`src/rtl/seg_pkg.sv`:
```
// Character codes and active-low glyph patterns (seg[6:0] = g..a) shared with the
// seven-segment display driver, plus small anode-decoding helpers.
package seg_pkg;

  localparam logic [5:0] CH_F   = 6'd10;
  localparam logic [5:0] CH_A   = 6'd11;
  localparam logic [5:0] CH_I   = 6'd12;
  localparam logic [5:0] CH_L   = 6'd13;
  localparam logic [5:0] CH_SP  = 6'd14;
  localparam logic [5:0] CH_S   = 6'd15;
  localparam logic [5:0] CH_C   = 6'd16;
  localparam logic [5:0] CH_O   = 6'd17;
  localparam logic [5:0] CH_R   = 6'd18;
  localparam logic [5:0] CH_E   = 6'd19;
  localparam logic [5:0] CH_H   = 6'd20;
  localparam logic [5:0] CH_V   = 6'd21;
  localparam logic [5:0] CH_UNK = 6'd63;

  localparam logic [6:0] GLY_0     = 7'h40;
  localparam logic [6:0] GLY_1     = 7'h79;
  localparam logic [6:0] GLY_2     = 7'h24;
  localparam logic [6:0] GLY_3     = 7'h30;
  localparam logic [6:0] GLY_4     = 7'h19;
  localparam logic [6:0] GLY_5     = 7'h12;
  localparam logic [6:0] GLY_6     = 7'h02;
  localparam logic [6:0] GLY_7     = 7'h78;
  localparam logic [6:0] GLY_8     = 7'h00;
  localparam logic [6:0] GLY_9     = 7'h10;
  localparam logic [6:0] GLY_F     = 7'h0E;
  localparam logic [6:0] GLY_A     = 7'h08;
  localparam logic [6:0] GLY_I     = 7'h4F;
  localparam logic [6:0] GLY_L     = 7'h47;
  localparam logic [6:0] GLY_BLANK = 7'h7F;
  localparam logic [6:0] GLY_C     = 7'h46;
  localparam logic [6:0] GLY_R     = 7'h2F;
  localparam logic [6:0] GLY_E     = 7'h06;
  localparam logic [6:0] GLY_H     = 7'h09;
  localparam logic [6:0] GLY_V     = 7'h41;
  // S and O reuse the 5 and 0 glyphs, so a readback can only report the digit.
  localparam logic [6:0] GLY_S     = GLY_5;
  localparam logic [6:0] GLY_O     = GLY_0;

  typedef struct packed {
    logic        err;
    logic [23:0] digits;
  } frame_t;

  function automatic logic an_onehot_low(input logic [3:0] a);
    return (a == 4'b1110) || (a == 4'b1101) || (a == 4'b1011) || (a == 4'b0111);
  endfunction

  function automatic logic [1:0] an_index(input logic [3:0] a);
    case (a)
      4'b1101: return 2'd1;
      4'b1011: return 2'd2;
      4'b0111: return 2'd3;
      default: return 2'd0;
    endcase
  endfunction

endpackage

```
`src/rtl/seg_glyph_decode.sv`:
```
// Combinational map from an active-low seven-segment pattern to a character code.
module seg_glyph_decode
  import seg_pkg::*;
(
  input  logic [6:0] seg_n,
  output logic [5:0] code
);

  always_comb begin
    code = CH_UNK;
    case (seg_n)
      GLY_0:     code = 6'd0;
      GLY_1:     code = 6'd1;
      GLY_2:     code = 6'd2;
      GLY_3:     code = 6'd3;
      GLY_4:     code = 6'd4;
      GLY_5:     code = 6'd5;
      GLY_6:     code = 6'd6;
      GLY_7:     code = 6'd7;
      GLY_8:     code = 6'd8;
      GLY_9:     code = 6'd9;
      GLY_F:     code = CH_F;
      GLY_A:     code = CH_A;
      GLY_I:     code = CH_I;
      GLY_L:     code = CH_L;
      GLY_BLANK: code = CH_SP;
      GLY_C:     code = CH_C;
      GLY_R:     code = CH_R;
      GLY_E:     code = CH_E;
      GLY_H:     code = CH_H;
      GLY_V:     code = CH_V;
      default:   code = CH_UNK;
    endcase
  end

endmodule

```
`src/rtl/seg_scan_decoder.sv`:
```
// Reads back a multiplexed active-low seven-segment scan bus into 4-digit frames.
// Define SEG_SCAN_SYNC_EN to put a 2-flop synchronizer in front of the dwell tracker.
module seg_scan_decoder
  import seg_pkg::*;
#(
  parameter int SETTLE_CYCLES = 4
) (
  input  logic        clk,
  input  logic        rst,
  input  logic [3:0]  an,
  input  logic [7:0]  seg,
  output logic        frame_valid,
  input  logic        frame_ready,
  output logic [23:0] frame_digits,
  output logic        frame_err,
  output logic        overrun
);

  localparam int CNT_W = $clog2(SETTLE_CYCLES + 1);

  logic        unused_dp;
  logic [10:0] bus_s;
  assign unused_dp = seg[7];

`ifdef SEG_SCAN_SYNC_EN
  logic [10:0] sync1_q, sync2_q;
  always_ff @(posedge clk or posedge rst) begin
    if (rst) begin
      sync1_q <= '1;
      sync2_q <= '1;
    end else begin
      sync1_q <= {an, seg[6:0]};
      sync2_q <= sync1_q;
    end
  end
  assign bus_s = sync2_q;
`else
  assign bus_s = {an, seg[6:0]};
`endif

  logic [10:0]       bus_q, bus_d;
  logic [CNT_W-1:0]  stable_cnt_q, stable_cnt_d;
  logic [3:0][5:0]   slot_q, slot_d;
  logic [3:0]        got_q, got_d;
  frame_t            out_q, out_d, pend_q, pend_d, last_q, last_d, cand;
  logic              out_vld_q, out_vld_d, pend_vld_q, pend_vld_d;
  logic              have_last_q, have_last_d, overrun_q, overrun_d;
  logic              capture, complete, push, accept;
  logic [1:0]        idx;
  logic [5:0]        dec_code;

  seg_glyph_decode u_dec (
    .seg_n (bus_q[6:0]),
    .code  (dec_code)
  );

  // stable_cnt counts repeats after the first cycle of a dwell, so a dwell that has
  // lasted SETTLE_CYCLES cycles is the one that lifts it to SETTLE_CYCLES-1.
  always_comb begin
    bus_d = bus_s;
    if (bus_s != bus_q)                               stable_cnt_d = '0;
    else if (stable_cnt_q == CNT_W'(SETTLE_CYCLES))   stable_cnt_d = stable_cnt_q;
    else                                              stable_cnt_d = stable_cnt_q + 1'b1;
    capture = (bus_s == bus_q) && (stable_cnt_q == CNT_W'(SETTLE_CYCLES - 2)) &&
              an_onehot_low(bus_q[10:7]);
    idx     = an_index(bus_q[10:7]);
  end

  always_comb begin
    slot_d   = slot_q;
    got_d    = got_q;
    complete = (got_q == 4'hF);
    if (complete) got_d = '0;
    if (capture) begin
      slot_d[idx] = dec_code;
      got_d[idx]  = 1'b1;
    end
    cand.digits = slot_q;
    cand.err    = (slot_q[0] == CH_UNK) || (slot_q[1] == CH_UNK) ||
                  (slot_q[2] == CH_UNK) || (slot_q[3] == CH_UNK);
  end

  // Two-entry queue: output register backed by one pending slot that may be overwritten.
  always_comb begin
    out_d       = out_q;
    out_vld_d   = out_vld_q;
    pend_d      = pend_q;
    pend_vld_d  = pend_vld_q;
    last_d      = last_q;
    have_last_d = have_last_q;
    overrun_d   = overrun_q;
    push        = complete && !(have_last_q && (cand == last_q));
    accept      = out_vld_q && frame_ready;
    if (push) begin
      last_d      = cand;
      have_last_d = 1'b1;
    end
    if (pend_vld_q) begin
      if (accept) begin
        out_d      = pend_q;
        pend_vld_d = push;
        if (push) pend_d = cand;
      end else if (push) begin
        pend_d    = cand;
        overrun_d = 1'b1;
      end
    end else if (out_vld_q && !accept) begin
      if (push) begin
        pend_d     = cand;
        pend_vld_d = 1'b1;
      end
    end else begin
      out_vld_d = push;
      if (push) out_d = cand;
    end
  end

  always_ff @(posedge clk or posedge rst) begin
    if (rst) begin
      bus_q        <= '1;
      stable_cnt_q <= '0;
      slot_q       <= '0;
      got_q        <= '0;
      out_q        <= '0;
      out_vld_q    <= 1'b0;
      pend_q       <= '0;
      pend_vld_q   <= 1'b0;
      last_q       <= '0;
      have_last_q  <= 1'b0;
      overrun_q    <= 1'b0;
    end else begin
      bus_q        <= bus_d;
      stable_cnt_q <= stable_cnt_d;
      slot_q       <= slot_d;
      got_q        <= got_d;
      out_q        <= out_d;
      out_vld_q    <= out_vld_d;
      pend_q       <= pend_d;
      pend_vld_q   <= pend_vld_d;
      last_q       <= last_d;
      have_last_q  <= have_last_d;
      overrun_q    <= overrun_d;
    end
  end

  assign frame_valid  = out_vld_q;
  assign frame_digits = out_q.digits;
  assign frame_err    = out_q.err;
  assign overrun      = overrun_q;

endmodule

```
`config.mk`:
```
export PLATFORM = sky130hd
export DESIGN_NAME = seg_scan_decoder
export DESIGN_NICKNAME = d
export VERILOG_FILES = /design/src/rtl/seg_pkg.sv /design/src/rtl/seg_glyph_decode.sv /design/src/rtl/seg_scan_decoder.sv
export SDC_FILE = /design/constraint.sdc
export NUM_CORES = 1
export LEC_CHECK = 0
export BUFFER_PORTS_ARGS = -buffer_cell sky130_fd_sc_hd__buf_4
export CORE_UTILIZATION = 56
export CTS_BUF_LIST = sky130_fd_sc_hd__clkbuf_8
export CTS_CLUSTER_DIAMETER = 30
export CTS_CLUSTER_SIZE = 28
export DETAILED_ROUTE_END_ITERATION = 10
export MAX_ROUTING_LAYER = met4
export PLACE_DENSITY = 0.83
export SLEW_MARGIN = 30
export SYNTH_ARGS = -nofsm -noshare
export SYNTH_HDL_FRONTEND = slang
export SYNTH_HIERARCHICAL = 1
export SYNTH_SLANG_ARGS = --single-unit
```
`constraint.sdc`:
```
create_clock -name clk -period 3.7 [get_ports clk]
set_input_delay 0.37 -clock clk [delete_from_list [all_inputs] [get_ports clk]]
set_output_delay 0.37 -clock clk [all_outputs]
set_load 0.02 [all_outputs]
```
* After elaboration in Yosys (flattened, before gate mapping)
Index checks and enable logic that the tools add are counted.
** Word-level totals
- Register bits :: 121
- Output and inout port bits :: 27
- Word-level logic and storage cells :: 103
** Operators by class
- Add/subtract/negate cells :: 1
- Magnitude comparators :: 2
- Equal/unequal tests :: 36
- Muxes and demuxes :: 22
- Bitwise gates (word level) :: 4
- Reduce and logical (&&, ||, !) cells :: 21
** Operators by type and width (count)
- 25-bit 2-to-1 mux :: 7
- 6-bit one-hot mux with 20 select lines :: 1
- 7-bit == test (second input constant) :: 8
- 25-bit == test :: 1
- 24-bit bitwise mux :: 1
- 6-bit == test (second input constant) :: 4
- 7-bit by 4-bit == test with 1-bit output (second input constant) :: 3
- 7-bit by 5-bit == test with 1-bit output (second input constant) :: 3
- 7-bit by 6-bit == test with 1-bit output (second input constant) :: 3
- 4-bit == test (second input constant) :: 4
- 6-bit demux with 2-bit select :: 1
- 11-bit == test :: 1
- 11-bit != test :: 1
- 4-bit 2-to-1 mux :: 2
- 7-bit by 2-bit == test with 1-bit output (second input constant) :: 1
- 7-bit by 3-bit == test with 1-bit output (second input constant) :: 1
- 1-bit logical AND :: 7
- 7-bit zero test :: 1
- 1-bit logical OR :: 6
- 3-bit 2-to-1 mux :: 2
- 6-bit 2-to-1 mux :: 1
- 2-bit one-hot mux with 3 select lines :: 1
- 3-bit AND reduction :: 2
- 1-bit 2-to-1 mux :: 5
- 14 further kinds :: 19

* Longest topological paths before layout
Gate-level depths: netlist of run 1.
- Depth in word-level cells :: 11
- Mapped depth :: 8
- Gate-level depth less buffers :: 7

* Cells and area by module
Netlist of run 1, hierarchy kept.
** By module, submodules not included
- seg_scan_decoder :: times used 1, cells an instance 411, area each 5185.0 um2, seq. area each 3041.7 um2
- seg_glyph_decode :: times used 1, cells an instance 77, area each 519.2 um2, seq. area each 0.0 um2

* Least setup slack after synthesis of run 1
No wires, ideal clock.
- Path type :: reg2reg
- From :: reg bus_q[3]
- To :: reg slot_q, in the netlist cand[0]
- Library setup time :: 0.125 ns
- Arrival :: 2.243 ns
- Required time :: 3.575 ns
- Setup slack :: 1.332 ns
- Cell stages (with the launch flop) :: 9
- Period minus slack after synthesis :: 2.368 ns
- Path through :: dfstp_2 > xor2_1 > nor4_1 > nand3_1 > nor3b_2 > nand3_1 > or3b_1 > buf_4 > mux2_4
** Between the ends
- Cells in the longest elaborated chain, start to end :: 3
** RTL lines
- start: declaration :: RTL line seg_scan_decoder.sv:41 : logic [10:0] bus_q, bus_d;
- start signal: assignment :: RTL line seg_scan_decoder.sv:132 : bus_q <= bus_d;
- 7-bit == test, or another cell as far along :: RTL line seg_glyph_decode.sv:11 : case (seg_n)
- 6-bit one-hot mux with 20 select lines or 1-bit logical AND (tied branches) :: RTL line seg_glyph_decode.sv:11, seg_scan_decoder.sv:64
- 24-bit bitwise mux or 1-bit logical AND (tied branches) :: RTL line seg_scan_decoder.sv:75, seg_scan_decoder.sv:64
- end signal: assignment :: RTL line seg_scan_decoder.sv:134 : slot_q <= slot_d;
- end: declaration :: RTL line seg_scan_decoder.sv:43 : logic [3:0][5:0] slot_q, slot_d;
Parallel ways exist; a longest one is shown, timed or not.
A chain may end at the register's enable or synchronous reset.

* Final worst setup path of run 1
- From :: reg bus_q[3]
- To :: reg slot_q, in the netlist cand[23]
The elaborated chain is that of the path after synthesis.

==> metrics.txt, run 1 <==
outcome=finished clean; WS Path Type=register to register; Final setup viols=0; critical path arrival=3.18 ns; WL/cell=17.1 microns; Tot GR Track Use=24.8%; dominant synthesized flop cell=dfrtp_1; Synth async-reset ratio=100%; global route overflow=0; slew margin rel.=41.5%; via count=3941; Hold Slack=0.0445 ns; CP max-delay cell=dfstp_2; pre-CTS WS=0.784 ns; drt total wl=11500 microns; Reg-to-Reg Start=bus_q[3]; clock tree buffer depth=2; Fillers=728; RD Place Congestion=0.804; CTS tree=done; worst setup path startpoint=bus_q[3]; Final period util=77.6%; mapped cell area=5700 sq um; WP data required=4.01 ns; Final Max Slew Viols=0; CTS Buf Count=17; RSZ-0062 raised after global routing=false; Netlist cell types=58; Port Buf Inserts=40; syn_nets=506; Clock transition at path regs=0.08 ns; Core ar.=9820 sq um; fraction of layout cells with a size suffix above 1=29.2%; Detailed Place HPWL=7850 microns; max cap viols=0; vias in the first global route=3793; Yosys warning count=6; worst setup margin=0.827 ns; DRC=0; Nets=547; clk sink count=121; Final min period=2.87 ns; commonest non-fill, non-tap cell in the layout=dfrtp_1; DIE AREA=10600 sq um; I/O pins=42; total negative slack=0 ns; largest cells by area after synthesis=dfrtp_1 (48%), mux2_2 (8.3%), dfstp_2 (5.1%), xor2_1 (3.7%), mux2_1 (3.6%); CP Max Fanout=18; Root Buffer=clkbuf_8; largest net degree at the start of global routing=82; CTS H-tree lvls=4; crit end category=register; Post-synth EDFFs=0; Site Rows=36; antenna viol nets, final=0; post-CTS sizing=0; post-route core utilization=66.1%; 1st-pass router iterations=4; maximum vdd ir drop=280 uV; CP Cell Sequence=xor2_1 -> nor4_1 -> nand3_1 -> nor3b_2 -> nand3_1 -> or3b_1 -> mux2_4; Cells after Synth=488; max incr delay on CP=0.74 ns; Worst Clk Skew=0.0151 ns; Max Freq=348 MHz; Initial Util=58.1%; Synth area leader=dfrtp_1; global-route wire length before repair=19000 microns; Tot Pwr=2630 uW; initial antenna violation count=0; Least-Margin Pin Slew=0.878 ns; Power Density=404 nW/um^2; 1st-iter DRT viols=158; top cell type's share of synthesized area=48.3%; Syn Area/Cell=11.7 sq um; Synth-to-Final Area Change=13.8%; Leakage Power=0.00323 uW; Worst-Skew Late Latency=0.43 ns; Hold Vio Cnt, Final=0; Die Width=103 microns; #FFs+latches synth=121; Chip Height=103 microns; n_diodes=0; post-cts hold buffer count=0; worst hold path type=input port to asynchronous set/reset pin; Critical Path Source Type=register; commonest non-fill, non-tap cells in the layout=dfrtp_1 (110), nor2_1 (50), buf_4 (44); number of vias per cell=5.85; post-synthesis sequential area ratio=53.3%; total setup buffers inserted after CTS=0; most frequent CP cell=nand3_1
-- sequential cells by signal, summed over array words and instances (netlist names) --
name / cells
frame_digits: 24
got_q: 4
frame_err: 1
stable_cnt_q: 3
bus_q: 11
cand: 24
have_last_q: 1
frame_valid: 1
overrun: 1
last_q: 25
pend_q: 25
pend_vld_q: 1
-- critical path, delay by kind of cell, from the launching register on --
kind,cells,cell delay (ns)
flip-flops,1,0.74
multiplexers,1,0.37
XOR/XNOR,1,0.11
AND/OR/NAND/NOR,5,1.52
-- per-stage QoR --
stage               std cells  cell area (sq um)
floorplan                 488               5700
global placement          643               6090
detailed placement        643               6090
CTS                       674               6480
global route              674               6490
finish                    674               6490
-- Yosys cell counts (3+ instances only) --
library cell  instances
buf_4                 9
o22ai_1              15
mux2_2               42
and2_1                3
dfrtp_1             110
dfstp_2              11
a21oi_1               5
ha_1                  3
xnor2_1              17
inv_1                 8
o21ai_2               3
xor2_1               24
mux2_1               18
nor4_2                3
mux2_4               12
nand2_1              28
nor2_1               50
nand3_1               7
buf_2                 6
nor4_1                8
o21ai_0               8
nor3_1               39
clkbuf_1              5
nand4_1              12
-- where the power goes --
| group | switching, uW | internal (uW) | total [uW] |
|---|---|---|---|
| Combinational | 59.1 | 33.1 | 92.2 |
| Sequential | 21.0 | 1330 | 1350 |
| Clock | 566 | 613 | 1180 |
-- area by class of cell --
| cell class | instances | area, sq um | share of cell area (%) |
|---|---|---|---|
| Sequential cell | 121 | 3040 | 46.8 |
| Inverter | 8 | 35.0 | 0.540 |
| Clock buffer | 17 | 234 | 3.60 |
| Tap cell | 133 | 166 | 2.56 |
| Timing Repair Buffer | 45 | 350 | 5.40 |
| Clock inverter | 14 | 163 | 2.51 |
| Multi-Input combinational cell | 336 | 2500 | 38.5 |
-- cell families (layout without fill, tap and decap cells) --
group | after synthesis | count (layout) | share of synthesized area, %
simple gates | 170 | 170 | 15.5
flops | 121 | 121 | 53.3
mux | 72 | 72 | 15.0
compound gates | 50 | 50 | 6.34
xor+xnor | 41 | 41 | 6.30
buf+inv | 31 | 84 | 2.90
fa+ha+maj | 3 | 3 | 0.658
-- per-layer routing --
layer	part of all wire (%)	up-vias	track usage [%]
met5	0	-	-
met4	2.8	0	10.7
met3	4.6	28	5.76
met2	50	114	39.4
met1	43	1970	30.3
li1	-	1829	-
-- worst paths after layout --
path                                    end  cells after the start  slack, ns
worst max-delay path               cand[23]                      7       0.83
worst min-delay path             last_q[14]                      2       0.04
worst max register to register     cand[23]                      7       0.83
worst min register to register  have_last_q                      1       0.49
max in group asynchronous          bus_q[9]                      3       2.93
min in group clk                   bus_q[1]                      1       0.06
No activity file was read; power rests on OpenSTA's default activity.
==> inputs of run 2 (changes only) <==
--- a/config.mk
+++ b/config.mk
@@ -6,13 +6,13 @@
 export NUM_CORES = 1
 export LEC_CHECK = 0
 export BUFFER_PORTS_ARGS = -buffer_cell sky130_fd_sc_hd__buf_4
-export CORE_UTILIZATION = 56
+export CORE_UTILIZATION = 60
 export CTS_BUF_LIST = sky130_fd_sc_hd__clkbuf_8
 export CTS_CLUSTER_DIAMETER = 30
 export CTS_CLUSTER_SIZE = 28
 export DETAILED_ROUTE_END_ITERATION = 10
 export MAX_ROUTING_LAYER = met4
-export PLACE_DENSITY = 0.83
+export PLACE_DENSITY = 0.84
 export SLEW_MARGIN = 30
 export SYNTH_ARGS = -nofsm -noshare
 export SYNTH_HDL_FRONTEND = slang
==> constraint.sdc (replaced) <==
create_clock -name clk -period 2.9 [get_ports clk]
set_input_delay 0.29 -clock clk [delete_from_list [all_inputs] [get_ports clk]]
set_output_delay 0.29 -clock clk [all_outputs]
set_load 0.02 [all_outputs]
==> metrics.txt, run 2 (synthesized netlist as in run 1, its figures left out) <==
outcome=finished clean; commonest non-fill, non-tap cell in the layout=dfrtp_1; initial antenna violation count=0 (unchanged); Final setup viols=0 (unchanged); delay-heaviest family, CP=simple AND/OR/NAND/NOR gates; WL/cell=16.7 microns (-1.9%); via count=4004 (+1.6%); Regs by FF count=last_q x25, pend_q x25; maximum vdd ir drop=421 uV (+50%); placed cells=644 (+0.16%); Critical Path Source Type=register; Worst-Skew Late Latency=0.44 ns (about the same); fraction of layout cells with a size suffix above 1=29.0% (-0.17 points); I/O pins=42 (unchanged); Site Rows=35 (-2.8%); clk sink count=121 (unchanged); largest net degree at the start of global routing=122 (+49%); Worst Clk Skew=0.0146 ns (-0.000520 ns); Initial Util=61.7% (+3.6 points); antenna viol nets, final=0 (unchanged); DIE AREA=9900 sq um (-6.5%); Least-Margin Pin Slew=0.850 ns (-0.0278 ns); Clock transition at path regs=0.08 ns (about the same); CP max-delay cell=nor4_1; Synth-to-Final Area Change=16.7%; crit end category=register; number of vias per cell=5.83 (-0.32%); slew margin rel.=43.3% (+1.9 points); Final Max Slew Viols=0 (unchanged); Hold Vio Cnt, Final=0 (unchanged); Root Buffer=clkbuf_8; Final min period=2.76 ns (-0.109 ns); max cap viols=0 (unchanged); WS Path Type=register to register; drt total wl=11500 microns (about the same); vias in the first global route=3954 (+4.2%); DRC=0 (unchanged); post-route core utilization=72.0% (+5.9 points); WP data required=3.22 ns (-0.79 ns); Detailed Place HPWL=7590 microns (-3.3%); 1st-iter DRT viols=203 (+28%); total negative slack=0 ns (unchanged); CTS tree=done; Leakage Power=0.00332 uW (+2.7%); RSZ-0062 raised after global routing=false; CP Max Fanout=17 (-1); Chip Height=99.5 microns (-3.3%); Finished Cell Area=6660 sq um (+2.5%); clock tree buffer depth=2 (unchanged); critical path arrival=3.08 ns (-0.10 ns); global route overflow=0 (unchanged); most frequent CP cell=nand4_1; Die Width=99.5 microns (-3.3%); worst hold path type=input port to asynchronous set/reset pin; final cell count without fillers=687 (+1.9%); Max Freq=362 MHz (+3.9%); Tot GR Track Use=26.7% (+1.9 points); total setup buffers inserted after CTS=0 (unchanged); Core ar.=9240 sq um (-5.9%); Hold Slack=0.0341 ns (-0.0104 ns); Final period util=95.3% (+18 points); Nets=563 (+2.9%); Port Buf Inserts=40 (unchanged); n_diodes=0 (unchanged); 1st-pass router iterations=4 (unchanged); Power Density=506 nW/um^2 (+25%); RD Place Congestion=0.821 (+2.1%); CTS Buf Count=17 (unchanged); CP Cell Sequence=xnor2_1 -> nand4_1 -> nor4_1 -> nand4_1 -> o21ai_2 -> buf_4 -> mux2_2; commonest non-fill, non-tap cells in the layout=dfrtp_1 (110), nor2_1 (50), buf_4 (48); Crit path buffers/inverters=1 (+1); Cell Area, Placed=6130 sq um (+0.76%); CTS H-tree lvls=4 (unchanged); global-route wire length before repair=19300 microns (+1.6%); max incr delay on CP=0.47 ns (-0.27 ns)
[run 2: repair_timing]
item                                    CTS  global route
gates resized for setup                   0             1
endpoints found under the setup margin    0             9
hold buffers                             11             0
endpoints found under the hold margin    11             0
[run 2: cell type report]
cell class	instances	area, sq um
flip-flops and latches	121	3040
fillers	615	2580
multi-input cells	336	2500
repair buffers	61	510
clock buffers	17	234
clock inverters	15	170
well taps	129	161
inverters	8	33.8
[run 2: layer usage]
metal	track usage, %	wire length [microns]	vias up
li1	-	-	1872
met1	31.9	4970	1974
met2	41.9	5650	127
met3	6.54	443	31
met4	14.3	435	0
met5	-	0	-
[run 2: stage by stage]
| step | setup slack [ns] | power (uW) |
|---|---|---|
| 3_5_place_dp | 0.121 | 1880 |
| 2_1_floorplan | 0.532 | 1840 |
| 6_report | 0.136 | 3370 |
| 3_3_place_gp | 0.212 | 1880 |
| 4_1_cts | 0.125 | 3400 |
| 5_1_grt | 0.0217 | 3490 |
[run 2: path summary, 6_finish.rpt]
path | from | end | slack (ns) | cells after the start
max | cand[10] | pend_q[20] | 0.14 | 7
min | rst | pend_q[9] | 0.03 | 3
max reg2reg | cand[10] | pend_q[20] | 0.14 | 7
min reg2reg | have_last_q | have_last_q | 0.48 | 1
max in group asynchronous | rst | last_q[13] | 2.41 | 3
min in group clk | frame_ready | pend_vld_q | 0.21 | 4
[run 2: worst reg2reg max path: stages, from the launching register on]
cell	delay, ns
dfrtp_1	0.45
xnor2_1	0.31
nand4_1	0.16
nor4_1	0.47
nand4_1	0.37
o21ai_2	0.24
buf_4	0.27
mux2_2	0.38
[run 2: power by group]
part	internal [uW]	switching [uW]	total, uW
clock network	782	725	1510
logic	54.7	88.1	143
registers	1700	17.6	1720
